**config.mk**
```make
export PLATFORM = sky130hd
export DESIGN_NAME = tt_out_serializer
export DESIGN_NICKNAME = d
export VERILOG_FILES = /design/src/rtl/tt_out_serializer.sv
export SDC_FILE = /design/constraint.sdc
export NUM_CORES = 1
export LEC_CHECK = 0
export BUFFER_PORTS_ARGS = -buffer_cell sky130_fd_sc_hd__buf_2
export CORE_MARGIN = 8
export CORE_UTILIZATION = 45
export DETAILED_ROUTE_END_ITERATION = 16
export GPL_TIMING_DRIVEN = 0
export PLACE_DENSITY = 0.68
export SYNTH_ARGS = -nofsm -noshare
export SYNTH_HDL_FRONTEND = slang
export SYNTH_SLANG_ARGS = --single-unit
```
**constraint.sdc**
```tcl
create_clock -name clk -period 5.7 [get_ports clk]
set_input_delay 1.14 -clock clk [delete_from_list [all_inputs] [get_ports clk]]
set_output_delay 1.14 -clock clk [all_outputs]
set_load 0.02 [all_outputs]
```
**src/rtl/tt_out_serializer.sv**
```systemverilog
// Capture FIFO plus MSB-first bit serializer for the design's io_o bus.
// Captured words queue in a DEPTH-entry FIFO. Each word is then shifted out on a valid/ready serial link.
module tt_out_serializer #(
    parameter int WIDTH = 8,
    parameter int DEPTH = 4
) (
    input  logic                   clk,
    input  logic                   reset,
    input  logic [WIDTH-1:0]       io_o_data,
    input  logic                   capture,
    input  logic                   ser_ready,
    output logic                   ser_data,
    output logic                   ser_valid,
    output logic                   ser_last,
    output logic [$clog2(DEPTH):0] fifo_count,
    output logic                   overflow
);
    localparam int PW = $clog2(DEPTH);
    localparam int BW = (WIDTH > 1) ? $clog2(WIDTH) : 1;
    localparam logic [BW-1:0] LAST_BIT = BW'(WIDTH - 1);
    localparam logic [PW:0]   FULL     = (PW + 1)'(DEPTH);

    typedef enum logic {
        IDLE  = 1'b0,
        SHIFT = 1'b1
    } state_t;

    // Serial link: a bit moves on any edge where ser_valid and ser_ready are both high.
    // The producer holds ser_data, ser_valid and ser_last steady until that edge.
    // ser_valid never depends on ser_ready.
    state_t           state;
    logic [WIDTH-1:0] mem [DEPTH];
    logic [PW-1:0]    wr_ptr;
    logic [PW-1:0]    rd_ptr;
    logic [WIDTH-1:0] shreg;
    logic [BW-1:0]    bit_cnt;

    logic fifo_empty;
    logic fifo_full;
    logic xfer;
    logic at_last;
    logic pop;
    logic push;

    assign fifo_empty = (fifo_count == '0);
    assign fifo_full  = (fifo_count == FULL);
    assign at_last    = (bit_cnt == LAST_BIT);
    assign xfer       = ser_valid && ser_ready;
    // Pop decisions use the count from before this edge's push.
    // A full FIFO can therefore still take a sample on the edge its head is handed to the shifter.
    assign pop        = !fifo_empty && ((state == IDLE) || (xfer && at_last));
    assign push       = capture && (!fifo_full || pop);

    assign ser_valid = (state == SHIFT);
    assign ser_data  = shreg[WIDTH-1];
    assign ser_last  = (state == SHIFT) && at_last;

    always_ff @(posedge clk) begin
        if (push) begin
            mem[wr_ptr] <= io_o_data;
        end
    end

    always_ff @(posedge clk or posedge reset) begin
        if (reset) begin
            wr_ptr     <= '0;
            rd_ptr     <= '0;
            fifo_count <= '0;
            overflow   <= 1'b0;
        end else begin
            if (push) begin
                wr_ptr <= wr_ptr + 1'b1;
            end
            if (pop) begin
                rd_ptr <= rd_ptr + 1'b1;
            end
            case ({push, pop})
                2'b10:   fifo_count <= fifo_count + 1'b1;
                2'b01:   fifo_count <= fifo_count - 1'b1;
                default: fifo_count <= fifo_count;
            endcase
            if (capture && !push) begin
                overflow <= 1'b1;
            end
        end
    end

    always_ff @(posedge clk or posedge reset) begin
        if (reset) begin
            state   <= IDLE;
            shreg   <= '0;
            bit_cnt <= '0;
        end else begin
            case (state)
                IDLE: begin
                    if (pop) begin
                        shreg   <= mem[rd_ptr];
                        bit_cnt <= '0;
                        state   <= SHIFT;
                    end
                end
                SHIFT: begin
                    if (xfer) begin
                        if (!at_last) begin
                            shreg   <= {shreg[WIDTH-2:0], 1'b0};
                            bit_cnt <= bit_cnt + 1'b1;
                        end else if (pop) begin
                            shreg   <= mem[rd_ptr];
                            bit_cnt <= '0;
                        end else begin
                            // Clear the shifter so ser_data rests at 0 while idle.
                            shreg   <= '0;
                            bit_cnt <= '0;
                            state   <= IDLE;
                        end
                    end
                end
                default: state <= IDLE;
            endcase
        end
    end

endmodule

```
==> Yosys cells after proc, flatten, opt, wreduce, memory -nomap -nowiden <==
Memory sizes are Yosys's and may differ from the RTL's.
Cells that the tools add are included.
{ "op_classes": {"n_addsub": 5, "n_eq_ne": 6, "bitwise": 1, "div_mod_pow": 0, "order_cmp": 0, "multipliers": 0, "n_reduce_logical": 14, "shifts": 0, "muxes": 16} }
{ "op_table": {"columns": ["cell", "n"], "rows": [
  ["$mux W8", 4],
  ["$pmux W8 S2", 1],
  ["$pmux W3 S2", 2],
  ["$mux W3", 3],
  ["$add A3 B1 Y3 const B", 2],
  ["$eq A3 B3 Y1 const B", 2],
  ["$logic_and A1 B1 Y1", 6],
  ["$mux W1", 5],
  ["$add A2 B1 Y2 const B", 2],
  ["$logic_not A1 Y1", 3],
  ["$logic_not A3 Y1", 1],
  ["$sub A3 B1 Y3 const B", 1],
  ["$eq A2 B1 Y1 const B", 1],
  ["$eq A2 B2 Y1 const B", 1],
  ["$logic_or A1 B1 Y1", 2],
  ["$ne A2 B1 Y1 const B", 1],
  ["$ne A2 B2 Y1 const B", 1],
  ["$pmux W1 S2", 1],
  ["$reduce_and A2 Y1", 1],
  ["$reduce_bool A2 Y1", 1],
  ["$not A1 Y1", 1]
]} }
{ "totals": {"register_bits": 20, "latchBits": 0, "input_bits": 12, "output_inout_bits": 7, "ram_bits": 32, "elab_cells": 50, "n_memories": 1, "mem_bits_ro": 0} }
{ "memory_table": {"columns": ["memory", "words", "width", "rd", "rd_ports_with_merged_regs", "wr", "line", "rtl"], "rows": [
  ["mem", 4, 8, 1, 0, 1, "32", "logic [WIDTH-1:0] mem [DEPTH];"]
]} }

==> Logic depth before layout (Yosys ltp) <==
{ "logic_depth": {"ltp_word": 8, "depth_mapped": 11, "ltp_nobuf": 11} }

==> Worst setup path after synthesis <==
Ideal clock, no wire load.
{ "synth_timing": {"kind": "input port to flip-flop", "start": "input port ser_ready", "end": "register fifo_count[2]", "path_buffers": 0, "setup_time_ns": 0.080, "t_required_ns": 5.620, "path_stages": 9, "slack_ns": 3.061, "arrival_time_ns": 2.559, "path_cell_list": "a21boi_2 a31oi_2 inv_1 ha_1 inv_1 fa_1 xor2_1 nor2_1 xor2_1"} }
{ "synth_via": {"elab_chain_len": 8, "word_cells_on_any_way": 10, "cone_classes": "2 x eq/ne; 1 x mux; 7 x reduce/logical"} }
{ "synth_lines": {"columns": ["element", "line", "rtl"], "rows": [
  ["start: declaration", "11", "input logic ser_ready,"],
  ["$logic_and A1 B1 Y1 *", "48", "assign xfer = ser_valid && ser_ready;"],
  ["$logic_and A1 B1 Y1 *", "51", "assign pop = !fifo_empty && ((state == IDLE) || (xfer && at_last));"],
  ["$logic_or A1 B1 Y1 *", "51", null],
  ["$logic_and A1 B1 Y1 *", "51", null],
  ["$logic_or A1 B1 Y1", "52", "assign push = capture && (!fifo_full || pop);"],
  ["$logic_and A1 B1 Y1", "52", null],
  ["$eq A2 B1 Y1 or $eq A2 B2 Y1 (tied branches)", "77", "case ({push, pop})"],
  ["$pmux W3 S2 or $reduce_bool A2 Y1 (tied branches)", null, null],
  ["end signal: assignment", "78", "2'b10: fifo_count <= fifo_count + 1'b1;"],
  ["end signal: assignment", "79", "2'b01: fifo_count <= fifo_count - 1'b1;"],
  ["end signal: assignment", "80", "default: fifo_count <= fifo_count;"],
  ["end: declaration", "15", "output logic [$clog2(DEPTH):0] fifo_count,"]
]} }
Every way passes the cells marked *; elsewhere a longest branch is shown, timed or not.
A chain may end at the register's enable or synchronous reset.

==> Final worst setup path <==
{ "layout_timing": {"start": "register bit_cnt[0]", "end": "output port ser_last"} }
{ "layout_via": {"elab_chain_len": 2} }
{ "layout_lines": {"columns": ["element", "line", "rtl"], "rows": [
  ["start: declaration", "36", "logic [BW-1:0] bit_cnt;"],
  ["start signal: assignment", "106", "bit_cnt <= bit_cnt + 1'b1;"],
  ["$eq A3 B3 Y1", "47", "assign at_last = (bit_cnt == LAST_BIT);"],
  ["$logic_and A1 B1 Y1", "56", "assign ser_last = (state == SHIFT) && at_last;"],
  ["end: declaration", "14", "output logic ser_last,"]
]} }
No other way between the ends.

==> impl_summary.md <==
Run status
The run finished with clean final reports.

Cells and area
The library cells used most frequently in the layout, excluding fill and tap cells, are 32 x sky130_fd_sc_hd__edfxtp_1, 20 x sky130_fd_sc_hd__buf_2, 20 x sky130_fd_sc_hd__dfrtp_1. The multi-input combinational cells in the finished layout cover a total of 661 sq um. Once layout is done, the placed cells without fillers occupy 0.00245 sq mm. Across the whole layout, storage elements account for 0.00146 sq mm. The count of fill cells added during filler insertion is 375. The most frequent standard cell in the layout excluding fill and tap cells is sky130_fd_sc_hd__edfxtp_1.

The area growth from synthesis to final layout is 12.6%. The net count of the finished layout is 169. The proportion of layout cells with a drive suffix above 1 is 28.0%. The number of antenna cells inserted is 0.

Route
In this run, the number of DRC markers left after iteration 0 of detailed routing was 110. The count of nets left with antenna violations once routing finished came out at 0. The detailed router placed 1,151 vias in this run. For this run, design rule violations remaining after detail routing come to 0. Summed over all layers, the routed wires come to 3730 microns.

The detail-routed via count per cell is 5.64. After detailed routing, the average wire length per cell comes to 18.3 microns. The pre-antenna-repair detailed-routing pass consisted of 5 iterations.

Setup path
The cell type with the highest occurrence count on the critical path is sky130_fd_sc_hd__ha_1. The largest incremental delay on the critical path is 0.41 ns. Data arrives at the worst endpoint at 1.57 ns. The worst setup path category is reg2out. STA puts the critical path data required time at 4.56 ns. The worst setup path is launched from a flop.

The cell with the largest stage delay on the worst path is sky130_fd_sc_hd__dfrtp_1. The category of the worst setup path capture point is an output port. Of all nets on the critical path, the largest fanout is 10. Traced cell by cell, the critical path runs through ha_1 -> ha_1 -> and2_1 -> buf_2.

STA
Dividing the final minimum period by the clock period gives 47.6%. Setup repair after global routing left no endpoint under its margin. The number of hold violations in the final report is 0. For the pin with the worst max-slew slack, the measured transition is 0.764 ns. The max-slew violation total from the final report was 0. Setup violations remaining at the end of the flow were counted as 0.

The setup skew after layout is 0.00581 ns. The worst slew slack as a fraction of its limit is 49.0%. After routing, the total negative slack on setup checks comes to 0 ns.

The worst path needs 2.71 ns of the cycle, external delays included. The maximum operating frequency is 369 MHz.

Worst hold path
The path class of the lowest-slack min-delay path is reg2reg.

Global routing
The first-pass GRT wire length is 6130 microns. Across every metal layer, demand over resource in global routing totals 10.9%. Entering global routing, the biggest net connects 21 pins. The initial antenna violation count is 0. The total congestion overflow after global routing is 0. The via count of the first global-routing pass is 1,204.

Floorplan
During I/O placement, the number of pins put on the boundary was 19. The effective utilization at floorplan is 46.5%. The die footprint is 0.00733 sq mm. In this run the vertical extent of the chip is 85.6 microns. In this run the core area contains 25 standard-cell rows. The die is 85.6 microns wide. The core region is 0.00469 sq mm.

Power and ir drop
The analysis attributes to cell leakage a power of 0.998 nW. The power density relative to cell area is 473 mW/mm^2. The maximum vdd ir drop is 230 uV.

Yosys
The summed instance area of the synthesized netlist is 0.00218 sq mm. The flop and latch count out of synthesis is 52. Each instance of the synthesized netlist takes up on average 17.6 sq um. Counting distinct cell types in the post-synthesis netlist gives 29. Synthesis produced a netlist with a net count of 144.

After technology mapping, the gate count stands at 124. The count of yosys warnings during synthesis is 0. Sequential elements use 67.0% of the synthesized area.

Clock network
Post-CTS repair changed the size of 0 cells. The number of buffers inserted to repair setup after CTS is 0. The clock insertion delay at the later pin of the skew report is 0.30 ns. No sink is reached through more buffers than the 2 on the longest clock path. TritonCTS built the clock tree. The number of clock buffers added by TritonCTS is 5. The post-CTS clock slew at the launch and capture registers of the worst setup and hold paths is 0.09 ns.

After clock tree synthesis, the flow added hold-fix buffers numbering 0. The number of clock sinks is 52. The H-tree generated during clock tree synthesis spans 2 levels.

The clock root buffer is sky130_fd_sc_hd__clkbuf_8.

Placed design
After legalization and detailed placement, the total HPWL measured 2620 microns. The placed cell area is 0.00234 sq mm. Input and output buffers added on the ports amount to 18. Routability-driven placement finished with a final weighted congestion of 0.775.

Job
Across the run, the number of max-cap violations was 0.
==> critical path, delay by kind of cell, from the launching register on <==
kind / cells / cell delay [ns]
DFF: 1 / 0.41
and+or+nand+nor: 1 / 0.20
adders and majority gates: 2 / 0.51
buffers and inverters: 1 / 0.15
==> state kept, by name (all words and copies together), names as in the netlist <==
register / cells
bit_cnt: 3
fifo_count: 3
mem: 32
overflow: 1
rd_ptr: 2
ser_valid: 1
shreg: 8
wr_ptr: 2
==> Yosys cell counts <==
cell type | number | area share [%]
sky130_fd_sc_hd__dfrtp_1 | 20 | 23
sky130_fd_sc_hd__nor2_1 | 2 | 0.34
sky130_fd_sc_hd__buf_1 | 1 | 0.17
sky130_fd_sc_hd__xnor2_1 | 2 | 0.80
sky130_fd_sc_hd__mux4_2 | 8 | 8.3
sky130_fd_sc_hd__edfxtp_1 | 32 | 44
sky130_fd_sc_hd__buf_4 | 1 | 0.34
sky130_fd_sc_hd__fa_1 | 1 | 0.92
sky130_fd_sc_hd__a221o_1 | 7 | 3.2
sky130_fd_sc_hd__nor3_2 | 1 | 0.46
sky130_fd_sc_hd__a31oi_2 | 1 | 0.57
sky130_fd_sc_hd__nor4b_1 | 1 | 0.40
sky130_fd_sc_hd__nor3b_1 | 1 | 0.34
sky130_fd_sc_hd__a41o_1 | 1 | 0.46
sky130_fd_sc_hd__nor2_2 | 1 | 0.29
sky130_fd_sc_hd__ha_1 | 7 | 4.0
sky130_fd_sc_hd__a32o_1 | 2 | 0.92
sky130_fd_sc_hd__mux2i_1 | 1 | 0.46
sky130_fd_sc_hd__a22o_1 | 1 | 0.40
sky130_fd_sc_hd__and2_1 | 5 | 1.4
sky130_fd_sc_hd__and4b_1 | 7 | 3.2
sky130_fd_sc_hd__mux2_2 | 2 | 1.0
sky130_fd_sc_hd__clkbuf_1 | 1 | 0.17
sky130_fd_sc_hd__inv_1 | 9 | 1.5
sky130_fd_sc_hd__buf_2 | 2 | 0.46
sky130_fd_sc_hd__xor2_1 | 4 | 1.6
sky130_fd_sc_hd__a21o_1 | 1 | 0.34
sky130_fd_sc_hd__a21boi_2 | 1 | 0.52
sky130_fd_sc_hd__nand2b_1 | 1 | 0.29
==> per-stage QoR <==
stage	power (mW)	utilization (%)	setup WS [ns]	hold slack (ns)	std cells
detailed placement	0.917	49.8	2.76	0.461	196
floorplan	0.812	-	3.06	0.459	124
CTS	1.17	52.3	2.98	0.487	204
finish	1.16	52.3	2.99	0.477	204
global route	1.23	52.3	2.86	0.514	204
global placement	0.889	49.8	2.82	0.447	196
==> kinds of logic after synthesis <==
logic type | count (synthesis) | share of synthesized area (%)
fa+ha+maj | 8 | 4.93
compound gates | 14 | 6.43
simple gates | 19 | 6.77
buf+inv | 14 | 2.70
mux | 11 | 9.75
flops | 52 | 67.0
xor+xnor | 6 | 2.41
==> where the power goes <==
part | internal (mW) | total, mW | switching, mW
registers | 0.508 | 0.559 | 0.0516
logic | 0.160 | 0.344 | 0.184
clock network | 0.141 | 0.257 | 0.115
==> area by class of cell <==
type                    instances  share of cell area [%]
flip-flops and latches         52                    59.5
multi-input cells              58                    26.9
repair buffers                 18                    3.67
clock buffers                   6                    3.36
well taps                      54                    2.75
clock inverters                 2                    1.38
inverters                       9                    1.38
plain buffers                   5                    1.02
==> layer usage <==
metal	GRT usage, %	share of wire, %
met1	14.1	44
met2	16.9	50
met3	3.63	4.8
met4	3.34	0.94
met5	0	0
==> final timing paths <==
kind / end / slack, ns / startpoint / cells past startpoint
setup / recovery: ser_last / 2.99 / bit_cnt[0] / 4
hold / removal: overflow / 0.48 / overflow / 1
setup reg to reg: fifo_count[2] / 3.04 / bit_cnt[0] / 11
hold reg to reg: overflow / 0.48 / overflow / 1
max in group asynchronous: bit_cnt[1] / 4.26 / reset / 2
min in group asynchronous: overflow / 0.96 / reset / 2
(Power assumes the default switching activity.)
